## config.mk

```make
export PLATFORM = sky130hd
export DESIGN_NAME = drive_nco_phase_bank
export DESIGN_NICKNAME = d
export VERILOG_FILES = /design/src/rtl/drive_nco_phase_bank.sv
export SDC_FILE = /design/constraint.sdc
export NUM_CORES = 2
export LEC_CHECK = 0
export CORE_AREA = 2 2 373 375
export CTS_BUF_LIST = sky130_fd_sc_hd__clkbuf_8
export DETAILED_ROUTE_END_ITERATION = 8
export DIE_AREA = 0 0 375 377
export GPL_TIMING_DRIVEN = 0
export PLACE_DENSITY = 0.66
export SYNTH_ARGS = -nofsm -noshare
export SYNTH_HDL_FRONTEND = slang
export SYNTH_SLANG_ARGS = --single-unit
```

## constraint.sdc

```tcl
create_clock -name clk -period 5.7 [get_ports clk]
set_clock_uncertainty 0.2 [all_clocks]
set_input_delay 1.14 -clock clk [delete_from_list [all_inputs] [get_ports clk]]
set_output_delay 1.14 -clock clk [all_outputs]
set_load 0.02 [all_outputs]
```

## src/rtl/drive_nco_phase_bank.sv

```systemverilog
// drive_nco_phase_bank: per-qubit NCO phase bank for the drive path.
// Each qubit has a frequency word (fcw), a z-step, a phase accumulator (acc)
// and a z-correction register (zcorr). The output stage emits the registered
// phase acc+zcorr of one selected qubit, one cycle after selection.
//
// Optional feature: define NCO_PHASE_DITHER_EN to add a 2-bit LFSR dither
// to phase_out. The default build has no dither.
//
// Ports:
//   clk, rst            clock, synchronous active-high reset
//   nco_phase_wr_en     per-qubit accumulate enable (acc += fcw)
//   nco_z_corr_wr_en    per-qubit z-correction enable
//   nco_z_corr_mode     per-qubit mode: 0 = accumulate z-step, 1 = hold
//   qubit_sel           qubit whose phase is emitted
//   cfg_wr_en/sel/addr/data  configuration write (sel 0 = fcw, 1 = z-step)
//   z_corr_clr          clear all z-correction registers
//   phase_out           registered phase of the selected qubit
//   phase_out_valid     selected qubit was accumulating that cycle
//   phase_out_qubit     qubit index tagged to phase_out
module drive_nco_phase_bank #(
  parameter int unsigned NUM_QUBIT_PER_BANK        = 16,
  parameter int unsigned QUBIT_ADDR_WIDTH_PER_BANK = 4,
  parameter int unsigned PHASE_WIDTH               = 16
) (
  input  logic                                 clk,
  input  logic                                 rst,
  input  logic [NUM_QUBIT_PER_BANK-1:0]        nco_phase_wr_en,
  input  logic [NUM_QUBIT_PER_BANK-1:0]        nco_z_corr_wr_en,
  input  logic [NUM_QUBIT_PER_BANK-1:0]        nco_z_corr_mode,
  input  logic [QUBIT_ADDR_WIDTH_PER_BANK-1:0] qubit_sel,
  input  logic                                 cfg_wr_en,
  input  logic                                 cfg_wr_sel,
  input  logic [QUBIT_ADDR_WIDTH_PER_BANK-1:0] cfg_wr_addr,
  input  logic [PHASE_WIDTH-1:0]               cfg_wr_data,
  input  logic                                 z_corr_clr,
  output logic [PHASE_WIDTH-1:0]               phase_out,
  output logic                                 phase_out_valid,
  output logic [QUBIT_ADDR_WIDTH_PER_BANK-1:0] phase_out_qubit
);

  localparam int unsigned NQ = NUM_QUBIT_PER_BANK;
  localparam int unsigned AW = QUBIT_ADDR_WIDTH_PER_BANK;
  localparam int unsigned PW = PHASE_WIDTH;

  logic [PW-1:0] fcw_q   [NQ];
  logic [PW-1:0] fcw_d   [NQ];
  logic [PW-1:0] zstep_q [NQ];
  logic [PW-1:0] zstep_d [NQ];
  logic [PW-1:0] acc_q   [NQ];
  logic [PW-1:0] acc_d   [NQ];
  logic [PW-1:0] zcorr_q [NQ];
  logic [PW-1:0] zcorr_d [NQ];

  logic [PW-1:0] phase_out_q,       phase_out_d;
  logic          phase_out_valid_q, phase_out_valid_d;
  logic [AW-1:0] phase_out_qubit_q, phase_out_qubit_d;

  logic sel_ok;
  logic cfg_addr_ok;

`ifdef NCO_PHASE_DITHER_EN
  localparam logic [15:0] LFSR_SEED = 16'hACE1;
  logic [15:0] lfsr_q, lfsr_d;

  // Fibonacci LFSR, taps 16,14,13,11, free-running
  always_comb begin
    lfsr_d = {lfsr_q[14:0], lfsr_q[15] ^ lfsr_q[13] ^ lfsr_q[12] ^ lfsr_q[10]};
  end
`endif

  // Indices beyond the populated qubits act as no-ops
  always_comb begin
    sel_ok      = (32'(qubit_sel) < NQ);
    cfg_addr_ok = (32'(cfg_wr_addr) < NQ);
  end

  // Per-qubit state update; accumulations read the pre-write fcw/zstep
  always_comb begin
    fcw_d   = fcw_q;
    zstep_d = zstep_q;
    acc_d   = acc_q;
    zcorr_d = zcorr_q;
    for (int unsigned i = 0; i < NQ; i++) begin
      if (nco_phase_wr_en[i]) begin
        acc_d[i] = acc_q[i] + fcw_q[i];
      end
      if (z_corr_clr) begin
        zcorr_d[i] = '0;
      end else if (nco_z_corr_wr_en[i] && !nco_z_corr_mode[i]) begin
        zcorr_d[i] = zcorr_q[i] + zstep_q[i];
      end
    end
    if (cfg_wr_en && cfg_addr_ok) begin
      if (cfg_wr_sel) begin
        zstep_d[cfg_wr_addr] = cfg_wr_data;
      end else begin
        fcw_d[cfg_wr_addr] = cfg_wr_data;
      end
    end
  end

  // Output stage: pre-update phase of the selected qubit
  always_comb begin
    phase_out_d       = '0;
    phase_out_valid_d = 1'b0;
    phase_out_qubit_d = qubit_sel;
    if (sel_ok) begin
      phase_out_d       = acc_q[qubit_sel] + zcorr_q[qubit_sel];
      phase_out_valid_d = nco_phase_wr_en[qubit_sel];
    end
`ifdef NCO_PHASE_DITHER_EN
    phase_out_d = phase_out_d + PW'(lfsr_q[1:0]);
`endif
  end

  always_ff @(posedge clk) begin
    if (rst) begin
      fcw_q             <= '{default: '0};
      zstep_q           <= '{default: '0};
      acc_q             <= '{default: '0};
      zcorr_q           <= '{default: '0};
      phase_out_q       <= '0;
      phase_out_valid_q <= 1'b0;
      phase_out_qubit_q <= '0;
`ifdef NCO_PHASE_DITHER_EN
      lfsr_q            <= LFSR_SEED;
`endif
    end else begin
      fcw_q             <= fcw_d;
      zstep_q           <= zstep_d;
      acc_q             <= acc_d;
      zcorr_q           <= zcorr_d;
      phase_out_q       <= phase_out_d;
      phase_out_valid_q <= phase_out_valid_d;
      phase_out_qubit_q <= phase_out_qubit_d;
`ifdef NCO_PHASE_DITHER_EN
      lfsr_q            <= lfsr_d;
`endif
    end
  end

  assign phase_out       = phase_out_q;
  assign phase_out_valid = phase_out_valid_q;
  assign phase_out_qubit = phase_out_qubit_q;

endmodule

```

==> metrics <==
setup bufs post-CTS 0; HPWL after DPL 176.1 mm; Post-Layout Cell Count 9762; ys flop type dfxtp_1; Final ANT Viol Nets 0; Worst VDD drop 0.1782 mV; Fin. Hold Viols 0; post-synthesis sequential area ratio 34.08%; # fillers 13060; Slew Limit Fails 22; Power Density 233.7 nW/um^2; Pint 11620 uW; P&R area growth vs syn 11.59%; Die Area 141400 sq um; Core ar. 137000 sq um; clk sinks 1045; run status finished, violations left; Setup Crit Path Kind input port to flop; first-pass GRT wire length 341.3 mm; CTS root buffer clkbuf_8; vias in the first global route 53390; TritonCTS clock tree done; Setup crit end kind flop; Die Span X 375 microns; clock latency on the worst-skew pair 0.98 ns; setup ws final -0.07767 ns; Switch Pwr 4390 uW; setup tns final -0.07767 ns; Total GRT Usage 32.34%; antenna violations before repair 27; maximum clock path buffer count 3; GRT Residual Overflow 0; vias per inst 5.963; maximum clock rate 0.1731 GHz; DRC viols 0; initial core utilization 44.82%; GP Congestion 1.032; number of flops mapped to enable cells by yosys 0; H-tree depth 4; commonest non-fill, non-tap cell in the layout nand2_1; failing checks capacitance limit, slew limit, setup timing; Syn. warnings 0; hold depth 2; max-cap violation count 3; drt pass-1 iters 8; Slew @ Worst Pin 1.539 ns; post-synth cell types 68; fraction of layout cells with a size suffix above 1 6.476%; Worst setup SP type input port; # nets final 8406; static leakage 0.02746 uW; Async S/R FF share, synth 0%; Syn Inst Count 7525; Rows 136; R2R cell count 11; total wire length 235.0 mm; CTS buffer count 189; Mapped Area 61390 sq um; final-report setup violation count 1; routed vias 58210; clock share of power 46.3%; Hold Buf Count CTS 0; Avg Inst Size Synth 8.159 sq um; WP data required 6.26 ns; period utilization 101.4%; Data arrival, critical path 6.34 ns; Comb pwr share 7.4%; commonest non-fill, non-tap cells in the layout nand2_1 (1595), dfxtp_1 (1045), a21oi_1 (1034); Sequential Power Share 46.3%; # port buffers 83; clock slew at reported path FFs 0.06 ns; sw frac 27.42%; Max transition margin -2.592%; post-layout min period 5.778 ns; DP Worst Slack -2.990 ns; Worst Path Max Fanout 16; Die Height 377 microns; placed cell count 9405; Yosys reg bits 1045; Initial DRC Count 6432; WL/cell 24.07 microns; largest net degree at the start of global routing 17; worst min path class flop to flop; RSZ-0062 raised after global routing no; I/O pin count 98; Post-Synthesis Net Count 8130
[layer usage]
layer,GRT usage [%],vias to the layer above,wire length (microns)
met2,48.68,2718,99630
met3,7.353,625,24090
li1,-,27150,-
met4,17.66,16,13780
met1,42.87,27700,97400
met5,0,-,106
[power by group through the flow]
stage	sequential [uW]	combinational (uW)	clock (uW)
floorplan	7550	585	0
global placement	7570	1130	0
detailed placement	7570	1150	0
CTS	7410	1150	7450
global route	7410	1220	7780
finish	7410	1190	7410
[state kept, by name, indices dropped and copies added (netlist names)]
name	flops
acc_q	256
fcw_q	256
zcorr_q	256
zstep_q	256
phase_out	16
phase_out_qubit	4
phase_out_valid	1
[metrics by stage]
step                utilization (%)  cell area, sq um  hold WS (ns)  total power (uW)
floorplan                         -             61390        0.2363              8137
CTS                           49.97             68450        0.2614             16010
detailed placement            47.11             64530        0.2525              8718
finish                        50.01             68510        0.2618             16010
global placement              47.06             64470        0.2473              8700
global route                  49.99             68480        0.2751             16410
[worst paths after layout]
kind | startpoint | to | slack (ns)
min | zstep_q[92]$_SDFFE_PP0P_ | zstep_q[92]$_SDFFE_PP0P_ | 0.26
max reg2reg | zcorr_q[17]$_SDFFE_PP0P_ | phase_out[15]$_SDFF_PP0_ | 1.25
min reg2reg | zstep_q[92]$_SDFFE_PP0P_ | zstep_q[92]$_SDFFE_PP0P_ | 0.26
max | qubit_sel[1] | phase_out[15]$_SDFF_PP0_ | -0.08
[cell type report]
type	instances	area (sq um)	share of cell area (%)
antenna	16	40.04	0.05844
buffer	369	1465	2.139
clock buffer	237	3262	4.761
clock inverter	105	618.1	0.9022
inverter	198	743.2	1.085
multi-input combinational	5912	38340	55.96
sequential	1045	20920	30.54
tap	1794	2245	3.276
timing repair buffer	86	875.8	1.278
[worst max-delay path, stage by stage]
cell and delay (ns):
clkbuf_4 0.42, clkbuf_4 0.49, clkbuf_1 0.97, mux4_2 0.52, mux4_2 0.54, ha_1 0.38
and3_1 0.20, o211ai_1 0.14, a31oi_1 0.21, or2_2 0.32, a31oi_1 0.24, xnor2_1 0.18
nor2_1 0.55
[Yosys cell counts, types with 37 or more instances]
library cell,n,share of area (%)
or3_1,94,0.96
o21bai_1,37,0.45
nor2b_1,98,1.0
nand3_1,76,0.62
mux4_2,165,6.1
nand2b_1,73,0.74
o21a_1,48,0.59
a31oi_1,71,0.72
nand4_1,45,0.46
xnor2_1,217,3.1
a211oi_1,84,1.0
inv_1,190,1.2
clkbuf_1,329,2.0
mux2i_1,150,2.4
nor3_1,162,1.3
a21o_1,140,1.7
a21oi_1,1034,8.4
ha_1,495,10
and3_1,49,0.50
o21ai_0,268,2.2
xor2_1,87,1.2
dfxtp_1,1045,34
nor2_1,545,3.3
nand2_1,1595,9.8
[cells by family (layout without fill, tap and decap cells)]
family	count (synthesis)	after routing	synth area share, %
AOI/OAI and AO/OA	1900	1900	18.19
and+or+nand+nor	2859	2859	20.13
xor gates and xnor gates	304	304	4.337
DFF	1045	1045	34.08
muxes	321	321	8.615
other	0	16	0
adders and majority gates	528	528	11.16
buffers and inverters	568	995	3.493
[repair_timing]
| action | in CTS | in global routing |
|---|---|---|
| gates resized for setup | 17 | 7 |
| endpoints found under the setup margin | 16 | 3 |
| cloned | 0 | 0 |
Power figures use the tool's default switching activity.
